$ cat config.mk
export PLATFORM = sky130hd
export DESIGN_NAME = comb_sweep_controller
export DESIGN_NICKNAME = d
export VERILOG_FILES = /design/src/rtl/comb_sweep_controller.sv
export SDC_FILE = /design/constraint.sdc
export NUM_CORES = 1
export LEC_CHECK = 0
export CAP_MARGIN = 20
export CORE_MARGIN = 2
export CORE_UTILIZATION = 25
export CTS_CLUSTER_SIZE = 10
export DETAILED_ROUTE_END_ITERATION = 10
export GPL_TIMING_DRIVEN = 1
export PLACE_DENSITY = 0.46
export SLEW_MARGIN = 5
export SYNTH_ARGS = -nofsm -noshare
export SYNTH_HDL_FRONTEND = slang
export SYNTH_SLANG_ARGS = --single-unit
$ cat constraint.sdc
create_clock -name clk -period 17.2 [get_ports clk]
set_input_delay 4.3 -clock clk [delete_from_list [all_inputs] [get_ports clk]]
set_output_delay 4.3 -clock clk [all_outputs]
set_load 0.01 [all_outputs]
$ cat src/rtl/comb_sweep_controller.sv
// Sweep engine: drives every input vector onto a combinational unit and holds each for SETTLE cycles.
// It assembles the observed truth table and compares it with a latched expected pattern.
// Optional macro SEQ_ABORT_ON_FAIL_EN stops the sweep at the first mismatching sample.
module comb_sweep_controller #(
  parameter int N_IN   = 3,
  parameter int SETTLE = 4
) (
  input  logic                 clk,
  input  logic                 rst_n,
  input  logic                 start,
  input  logic [(1<<N_IN)-1:0] expected,
  output logic [N_IN-1:0]      dut_in,
  input  logic                 dut_y,
  output logic                 busy,
  output logic                 done,
  output logic                 pass,
  output logic [(1<<N_IN)-1:0] truth_table,
  output logic [N_IN:0]        mismatch_cnt,
  output logic [N_IN-1:0]      fail_idx
);

  localparam int NV = 1 << N_IN;
  localparam logic [7:0]      CNT_LAST = 8'(SETTLE - 1);
  localparam logic [N_IN-1:0] IDX_LAST = '1;
  localparam logic [N_IN:0]   ONE      = (N_IN+1)'(1);

  typedef enum logic [1:0] {IDLE, RUN, DONE} state_t;

  state_t          state, state_nx;
  logic [N_IN-1:0] idx, idx_nx;
  logic [7:0]      cnt, cnt_nx;
  logic [NV-1:0]   exp_lat, exp_nx;
  logic [NV-1:0]   table_nx;
  logic            pass_nx;
  logic [N_IN:0]   mism_nx;
  logic [N_IN-1:0] fail_nx;
  logic [NV-1:0]   diff;
  logic [N_IN:0]   pop;
  logic [N_IN-1:0] low;
  logic            found;

  always_ff @(posedge clk) begin
    if (!rst_n) begin
      state        <= IDLE;
      idx          <= '0;
      cnt          <= '0;
      exp_lat      <= '0;
      truth_table  <= '0;
      pass         <= 1'b0;
      mismatch_cnt <= '0;
      fail_idx     <= '0;
    end else begin
      state        <= state_nx;
      idx          <= idx_nx;
      cnt          <= cnt_nx;
      exp_lat      <= exp_nx;
      truth_table  <= table_nx;
      pass         <= pass_nx;
      mismatch_cnt <= mism_nx;
      fail_idx     <= fail_nx;
    end
  end

  always_comb begin
    state_nx = state;
    idx_nx   = idx;
    cnt_nx   = cnt;
    exp_nx   = exp_lat;
    table_nx = truth_table;
    pass_nx  = pass;
    mism_nx  = mismatch_cnt;
    fail_nx  = fail_idx;
    diff     = '0;
    pop      = '0;
    low      = '0;
    found    = 1'b0;
    case (state)
      IDLE: begin
        if (start) begin
          state_nx = RUN;
          exp_nx   = expected;
          table_nx = '0;
          idx_nx   = '0;
          cnt_nx   = '0;
          pass_nx  = 1'b0;
          mism_nx  = '0;
          fail_nx  = '0;
        end
      end
      RUN: begin
        if (cnt == CNT_LAST) begin
          table_nx[idx] = dut_y;
`ifdef SEQ_ABORT_ON_FAIL_EN
          if (dut_y != exp_lat[idx]) begin
            state_nx = DONE;
            pass_nx  = 1'b0;
            mism_nx  = ONE;
            fail_nx  = idx;
          end else
`endif
          if (idx == IDX_LAST) begin
            // results use table_nx so the sample taken on this edge is included
            state_nx = DONE;
            diff     = table_nx ^ exp_lat;
            for (int unsigned i = 0; i < NV; i++) begin
              if (diff[i]) begin
                pop = pop + ONE;
                if (!found) begin
                  found = 1'b1;
                  low   = N_IN'(i);
                end
              end
            end
            pass_nx = (pop == '0);
            mism_nx = pop;
            fail_nx = low;
          end else begin
            idx_nx = idx + 1'b1;
            cnt_nx = '0;
          end
        end else begin
          cnt_nx = cnt + 1'b1;
        end
      end
      DONE:    state_nx = IDLE;
      default: state_nx = IDLE;
    endcase
  end

  assign dut_in = (state == RUN) ? idx : '0;
  assign busy   = (state != IDLE);
  assign done   = (state == DONE);

endmodule
---- After elaboration in Yosys (flattened, before gate mapping) ----
Index checks and enable logic that the tools add are counted.
operators by class
  add/sub/neg operators ................... 9
  magnitude comparators ................... 2
  eq/ne operators ......................... 9
  muxes and demuxes ....................... 106
  bitwise logic cells ..................... 1
  reductions and logical operators ........ 11
operators by type and width
  kind                 count
  $mux 4               34
  $mux 3               23
  $mux 1               33
  $mux 8               4
  $pmux 8 s2           2
  $add 4x1->4 const B  7
  $pmux 3 s2           2
  $reduce_and 3->1     3
  $add 8x1->8 const B  1
  $bwmux 8             1
  $eq 8x2->1 const B   1
  $ne 2x2->1 const B   4
  $pmux 4 s2           1
  $reduce_and 4->1     2
  $xor 8x8->8          1
  $mux 2               3
  $logic_not 4->1      1
  $lt 3x4->1 const B   1
  $pmux 2 s2           1
  $reduce_bool 2->1    2
  $add 3x1->3 const B  1
  $demux 1 s3          1
  $eq 3x3->1 const B   1
  $ge 3x1->1 const B   1
  7 further kinds      7
storage, ports and cells
  register bits ........................... 37
  input bits .............................. 12
  word-level logic and storage cells ...... 146

---- Longest topological paths before layout ----
Gate-level depths: netlist of the first run.
  depth in word-level cells ............... 49
  mapped depth ............................ 26

---- Worst setup path after synthesis of the first run ----
OpenSTA, ideal clock, no wires.
  kind .................................... input port to flip-flop
  from .................................... input dut_y
  to ...................................... register mismatch_cnt[2]
  library setup time ...................... 0.115 ns
  arrival ................................. 8.820 ns
  required time ........................... 17.085 ns
  slack ................................... 8.265 ns
  stages on the path ...................... 24
  path buffers ............................ 2
  cell sequence ........................... clkbuf_1 buf_2 mux2i_1 xor2_1 ha_1 a211oi_1 or2_2 a211oi_1 o211a_1 or2_2 inv_1 ha_1 or3b_2 a41oi_1 o21ai_0 o211ai_1 xor2_1 o211ai_1 ha_1 nand2_1 xor2_1 xnor2_1 nor2_1 o21a_1
on the way
  word-level cells in the longest chain between the ends .. 44
RTL lines
  element               RTL line  RTL
  start, declared       13        input logic dut_y,
  $bwmux 8 *            92        table_nx[idx] = dut_y;
  $xor 8x8->8 *         104       diff = table_nx ^ exp_lat;
  $mux 1                106       if (diff[i]) begin
  $mux 4                101       if (idx == IDX_LAST) begin
  $mux 4                91        if (cnt == CNT_LAST) begin
  $mux 4                77        case (state)
  $add 4x1->4           107       pop = pop + ONE;
  $mux 4                106
  [28 not listed]       --
  $add 4x1->4           107
  $mux 4 *              106
  $mux 4 *              101
  $mux 4 *              91
  $mux 4 *              77
  $mux 4 *              101
  $mux 4 *              91
  $pmux 4 s2 *          77
  end signal, assigned  59        mismatch_cnt <= mism_nx;
  end, declared         18        output logic [N_IN:0] mismatch_cnt,
Mark *: on every way between the ends. The rest lies on a longest branch, timed or not. The select of a mux whose other input is x is not followed.
A chain may end at the register's enable or synchronous reset.

---- Final worst setup path of the first run ----
Same ends and word-level chain as after synthesis.

==> results of run 1 <==
-- registers in the layout (all words and copies together) (netlist names) --
signal	flops
state	2
exp_lat	8
mismatch_cnt	4
idx	3
fail_idx	3
truth_table	8
pass	1
cnt	8
-- final timing paths --
check	startpoint	slack, ns	to
setup reg to reg	idx[0]$_SDFFE_PN0P_	11.33	mismatch_cnt[2]$_SDFFE_PN0P_
hold reg to reg	cnt[7]$_SDFFE_PN0P_	0.45	cnt[7]$_SDFFE_PN0P_
setup / recovery	dut_y	7.37	mismatch_cnt[2]$_SDFFE_PN0P_
hold / removal	cnt[7]$_SDFFE_PN0P_	0.45	cnt[7]$_SDFFE_PN0P_
-- metal layers --
layer / GRT usage [%] / share of wire [%] / vias up / wire length, µm
li1: - / - / 1358 / -
met1: 16.6 / 48 / 1260 / 3730
met2: 20.9 / 47 / 48 / 3600
met3: 2.13 / 2.6 / 13 / 199
met4: 5.27 / 2.7 / 0 / 207
met5: 0 / 0 / - / 0
-- cells in the final DEF (no fill, tap or decap), types with 4 or more instances in the layout --
| cell | n |
|---|---|
| nor2_1 | 17 |
| a22oi_1 | 12 |
| clkdlybuf4s50_1 | 32 |
| o21ai_0 | 28 |
| inv_1 | 7 |
| nor3_1 | 10 |
| a211oi_1 | 4 |
| a21oi_1 | 13 |
| nand2b_1 | 5 |
| and3_1 | 9 |
| xnor2_1 | 12 |
| mux2i_1 | 10 |
| o211ai_1 | 4 |
| nor3b_1 | 5 |
| clkbuf_16 | 5 |
| dfxtp_1 | 37 |
| and2_1 | 14 |
| nor2b_1 | 25 |
| xor2_1 | 10 |
| nand3_1 | 11 |
| o21a_1 | 5 |
| ha_1 | 10 |
| nand2_1 | 41 |
| a21boi_0 | 9 |
-- stage by stage --
| stage | area (µm²) | setup WS (ns) | hold WS, ns | util [%] |
|---|---|---|---|---|
| after floorplan | 2870 | 8.27 | 0.415 | - |
| after global placement | 3300 | 7.12 | 0.446 | 29.1 |
| after detailed placement | 3300 | 7.09 | 0.451 | 29.1 |
| after CTS | 3470 | 7.35 | 0.459 | 30.6 |
| after global routing | 3470 | 6.85 | 0.487 | 30.6 |
| final | 3470 | 7.37 | 0.451 | 30.6 |
-- where the power goes --
group | switching [W] | total [W] | internal, W
Combinational | 0.0000344 | 0.0000573 | 0.0000228
Sequential | 0.00000202 | 0.0000893 | 0.0000872
Clock | 0.0000384 | 0.000107 | 0.0000687
Total | 0.0000748 | 0.000254 | 0.000179
-- kinds of logic (layout without fill, tap and decap cells) --
logic type | after synthesis | count (layout) | synth area share (%)
AOI/OAI and AO/OA | 96 | 96 | 22.6
xor gates and xnor gates | 25 | 25 | 8.63
adders and majority gates | 10 | 10 | 4.36
buffers and inverters | 25 | 48 | 3.71
DFF | 37 | 37 | 25.8
muxes | 10 | 10 | 3.49
and+or+nand+nor | 160 | 160 | 31.4
-- final cells by class --
type | instances | area share [%]
inverter | 7 | 0.758
tap | 143 | 5.16
multi-input combinational | 301 | 58.4
timing repair buffer | 33 | 9.46
sequential | 37 | 21.4
clock inverter | 3 | 1.26
clock buffer | 5 | 3.61
==> summary.md, run 1 <==
| Metric | Value |
|---|---|
| DR WL/cell | `14.6 µm` |
| Slew Viols, Final | `0` |
| Grt total ovfl | `0` |
| Startpoint Class | `input port` |
| Max Cap Viol | `0` |
| Worst-Skew Late Latency | `0.29 ns` |
| Worst path cell trace | `clkdlybuf4s50_1 > mux2i_1 > xor2_1 > ha_1 > inv_1 > o211a_1 > or2_2 > a211oi_1 > o211a_1 > or2_2 > inv_1 > ha_1 > or3b_2 > a41oi_1 > o21ai_0 > o211ai_1 > xor2_1 > o211ai_1 > ha_1 > nand2_1 > xor2_1 > xnor2_1 > nor2_1 > o21a_1` |
| Post-CTS setup buffers | `0` |
| Share of the synthesized area in the top cell type | `25.8%` |
| Cell variety after synth | `54` |
| Leading area contributor after synthesis | `dfxtp_1` |
| CTS Sinks | `37` |
| Non-filler cells, final | `529` |
| CTS resizes | `0` |
| Max VDD drop | `0.0000584 V` |
| Post-route ant nets | `0` |
| Netlist Area Pre-Place | `2870 µm²` |
| Routed vias/inst | `5.06` |
| Rows | `39` |
| Power density over the cells | `73.2 nW/µm²` |
| Hold crit path type | `flip-flop to flip-flop` |
| Die Wd | `111 µm` |
| DRC viols | `0` |
| Fmax | `0.102 GHz` |
| Post-Syn Area per Cell | `7.91 µm²` |
| Core Box Area | `11,300 µm²` |
| Diode count | `0` |
| Starting Density | `25.4%` |
| Pleak | `1.27 nW` |
| RSZ-0062 raised after global routing | `no` |
| Final Routed Wirelength | `7.74 mm` |
| Post-synth EDFFs | `0` |
| CTS tree | `done` |
| Placed insts | `521` |
| Outcome | `finished clean` |
| Fin. Hold Viols | `0` |
| Chip height | `111 µm` |
| Area of the multi-input gates | `2020 µm²` |
| Reg2reg path depth | `24` |
| Slew at the pin closest to its max-slew limit | `1.00 ns` |
| # fillers | `1,269` |
| Hpwl dp | `5.76 mm` |
| Sequential area share after synthesis | `25.8%` |
| Total I/O pin count | `33` |
| CP max stage delay | `0.86 ns` |
| Synth Instances | `363` |
| Fin nets | `407` |
| DRT iter0 DRCs | `88` |
| Inserted Clock Buffers | `5` |
| I/O Buffers | `32` |
| Most numerous cell in the Yosys netlist | `nand2_1` |
| H-tree depth | `2` |
| Kind of cell adding the most delay to the critical path | `compound AO/OA/AOI/OAI gates` |
| Area growth syn-to-layout | `20.7%` |
| WS Path Type | `input port to flip-flop` |
| Synth Flop Type | `dfxtp_1` |
| Routability cong. | `0.840` |
| Worst path slowest cell | `clkdlybuf4s50_1` |
| Root buf cell | `clkbuf_16` |
| Minimum clock period | `9.83 ns` |
| Pre-antenna DRT Iters | `4` |
| Vias in the first global route | `2,586` |
| Synth async-reset ratio | `0%` |
| WP depth | `24` |
| Clock skew | `0.00936 ns` |
| Layout cells sized above 1 | `5.70%` |
| Post-cts hold buffer count | `0` |
| Tot Pwr | `0.000254 W` |
| DR vias | `2,679` |
| Clock transition at the registers of the reported paths | `0.06 ns` |
| CP bufs+invs | `3` |
| Yosys warning total | `0` |
| Clock buffer depth | `2` |
| Initial antenna violation count | `0` |
| Syn_nets | `385` |
| Critical Path AT | `10.01 ns` |
| Largest fanout on the critical path | `18` |
| Synth top area cells | `dfxtp_1 (26%), nor2b_1 (5.4%), nand2_1 (5.4%)` |
| Final TNS setup | `0 ns` |
| Die area | `12,400 µm²` |
| Global-route wire length before repair | `13.0 mm` |
| Final setup fails | `0` |
| Synth top cells by count | `nand2_1 (41), dfxtp_1 (37), o21ai_0 (28)` |
| Required time worst endpoint | `17.38 ns` |
| GRT Util Overall | `12.7%` |
| Largest net degree at the start of global routing | `38` |
| Reg area | `741 µm²` |
| Period utilization | `57.2%` |
| Endpoint type of the worst setup path | `flip-flop` |
| Synth Register Bits | `37` |
| Hold depth | `1` |
| Slew headroom | `32.6%` |
(Power assumes the default switching activity.)
==> run 2: changes to the inputs <==
Clock period 17.2 ns to 10.1 ns, I/O delays scaled along.
==> summary.md, run 2 (synthesis results as in run 1) <==
| Metric | Value |
|---|---|
| Startpoint Class | `input port (unchanged)` |
| DR vias | `2,643 (was 2,679)` |
| RSZ-0062 raised after global routing | `no (unchanged)` |
| Area growth syn-to-layout | `21.6% (was 20.7%)` |
| DRT iter0 DRCs | `114 (was 88)` |
| Endpoint type of the worst setup path | `flip-flop (unchanged)` |
| Hold crit path type | `flip-flop to flip-flop (unchanged)` |
| WS Path Type | `input port to flip-flop (unchanged)` |
| CTS resizes | `0 (unchanged)` |
| Reg2reg path depth | `24 (unchanged)` |
| Root buf cell | `clkbuf_16 (unchanged)` |
| CTS Sinks | `37 (unchanged)` |
| Worst R2R Start | `idx[0]$_SDFFE_PN0P_ (unchanged)` |
| Non-filler cells, final | `529 (unchanged)` |
| Hold depth | `1 (unchanged)` |
| GRT Util Overall | `12.5% (was 12.7%)` |
| Largest fanout on the critical path | `18 (unchanged)` |
| Die area | `12,400 µm² (unchanged)` |
| Largest net degree at the start of global routing | `38 (unchanged)` |
| Vias in the first global route | `2,557 (was 2,586)` |
| Max Cap Viol | `0 (unchanged)` |
| Minimum clock period | `8.05 ns` |
| GRT busiest layer | `met2 (unchanged)` |
| Fmax | `0.124 GHz` |
| Top flop regs | `cnt (8), exp_lat (8), truth_table (8) (unchanged)` |
| Required time worst endpoint | `10.28 ns (was 17.38 ns)` |
| Clock skew | `0.00426 ns (was 0.00936 ns)` |
| Hold endpoint | `cnt[7]$_SDFFE_PN0P_ (unchanged)` |
| Placed insts | `521 (unchanged)` |
| Reg2Reg Setup Slack | `4.25 ns (was 11.33 ns)` |
| Commonest cells after routing, fill and taps aside | `nand2_1 (41), dfxtp_1 (37), clkdlybuf4s50_1 (32) (unchanged)` |
| Hpwl dp | `5.69 mm (was 5.76 mm)` |
| H-tree depth | `2 (unchanged)` |
| Chip height | `111 µm (unchanged)` |
| Critical Path AT | `8.23 ns (was 10.01 ns)` |
| Util after Layout | `30.8% (was 30.6%)` |
| Inserted Clock Buffers | `5 (unchanged)` |
| Slew Viols, Final | `0 (unchanged)` |
| Total I/O pin count | `33 (unchanged)` |
| Fin. Hold Viols | `0 (unchanged)` |
| Clock transition at the registers of the reported paths | `0.06 ns (about the same)` |
| Starting Density | `25.4% (unchanged)` |
| Final setup fails | `0 (unchanged)` |
| Slew headroom | `35.1% (was 32.6%)` |
| Final Routed Wirelength | `7.62 mm (was 7.74 mm)` |
| Most common cell after layout, fill and taps aside | `nand2_1 (unchanged)` |
| Power density over the cells | `131 nW/µm² (was 73.2 nW/µm²)` |
| GR Layer Usage met3 | `2.62% (was 2.13%)` |
| Clock buffer depth | `2 (unchanged)` |
| Post-cts hold buffer count | `0 (unchanged)` |
| CTS tree | `done (unchanged)` |
| Hold_sp | `cnt[7]$_SDFFE_PN0P_ (unchanged)` |
| DR WL/cell | `14.4 µm (was 14.6 µm)` |
| Outcome | `finished clean (unchanged)` |
| Max VDD drop | `0.000107 V (was 0.0000584 V)` |
| Layout cells sized above 1 | `5.70% (unchanged)` |
| Met1 usage | `16.1% (was 16.6%)` |
| Pleak | `1.28 nW (was 1.27 nW)` |
| Diode count | `0 (unchanged)` |
| Routability cong. | `0.840 (unchanged)` |
| Pre-antenna DRT Iters | `4 (unchanged)` |
| Routed vias/inst | `5.00 (was 5.06)` |
| Rows | `39 (unchanged)` |
| Post-CTS setup buffers | `0 (unchanged)` |
| Grt total ovfl | `0 (unchanged)` |
| Die Wd | `111 µm (unchanged)` |
| Core Box Area | `11,300 µm² (unchanged)` |
| Fin nets | `407 (unchanged)` |
| Worst-Skew Late Latency | `0.29 ns (about the same)` |
| Slew at the pin closest to its max-slew limit | `0.965 ns (was 1.00 ns)` |
| DRC viols | `0 (unchanged)` |
| Initial antenna violation count | `0 (unchanged)` |
| Post-route ant nets | `0 (unchanged)` |
| I/O Buffers | `32 (unchanged)` |
| GR Util met2 | `20.3% (was 20.9%)` |
| Final TNS setup | `0 ns (unchanged)` |
| Reg-to-reg endpoint | `mismatch_cnt[2]$_SDFFE_PN0P_ (unchanged)` |
| Period utilization | `79.7%` |
| Global-route wire length before repair | `12.7 mm (was 13.0 mm)` |
[run 2: cell count changes in the layout (fill, tap and decap cells not counted)]
cell	delta
clkinv_2	-1
bufinv_16	+1
[run 2: metal layers]
metal | part of all wire, % | routed length [µm] | vias up
met4 | 3.2 | 245 | 0
met3 | 3.4 | 261 | 15
met5 | 0 | 0 | -
met2 | 46 | 3490 | 55
li1 | - | - | 1354
met1 | 48 | 3620 | 1219
[run 2: report_power, final]
group / internal (W) / switching, W
Sequential: 0.000149 / 0.00000346
Clock: 0.000142 / 0.0000660
Combinational: 0.0000388 / 0.0000579
[run 2: layout make-up]
class	count	area (µm²)
clock inverters	3	68.8
clock buffers	5	125
multi-input cells	301	2020
fillers	1250	7830
well taps	143	179
inverters	7	26.3
repair buffers	33	328
flip-flops and latches	37	741
[run 2: per-stage QoR]
stage | hold slack [ns] | total power (W) | instance area (µm²) | setup slack [ns]
2_1_floorplan | 0.415 | 0.000228 | 2870 | 2.94
3_5_place_dp | 0.450 | 0.000252 | 3300 | 1.75
3_3_place_gp | 0.446 | 0.000251 | 3300 | 1.80
6_report | 0.452 | 0.000457 | 3490 | 2.05
5_1_grt | 0.485 | 0.000481 | 3490 | 1.45
4_1_cts | 0.459 | 0.000464 | 3490 | 2.03
[run 2: worst max path at each step]
stage / start / end / slack (ns) / cells past startpoint
floorplan: dut_y / mismatch_cnt[2]$_SDFFE_PN0P_ / 2.94 / 24
global placement: dut_y / mismatch_cnt[2]$_SDFFE_PN0P_ / 1.80 / 24
detailed placement: dut_y / mismatch_cnt[2]$_SDFFE_PN0P_ / 1.75 / 24
CTS: dut_y / mismatch_cnt[2]$_SDFFE_PN0P_ / 2.03 / 24
global route: dut_y / pass$_SDFFE_PN0P_ / 1.45 / 24
finish: dut_y / mismatch_cnt[2]$_SDFFE_PN0P_ / 2.05 / 24
[run 2: critical path, stage by stage]
cell and delay [ns]:
clkdlybuf4s50_1 0.70, mux2i_1 0.32, xor2_1 0.46, ha_1 0.33, inv_1 0.16, o211a_1 0.20
or2_2 0.30, a211oi_1 0.25, o211a_1 0.25, or2_2 0.14, inv_1 0.05, ha_1 0.38
or3b_2 0.46, a41oi_1 0.21, o21ai_0 0.12, o211ai_1 0.13, xor2_1 0.24, o211ai_1 0.14
ha_1 0.21, nand2_1 0.06, xor2_1 0.20, xnor2_1 0.17, nor2_1 0.06, o21a_1 0.16
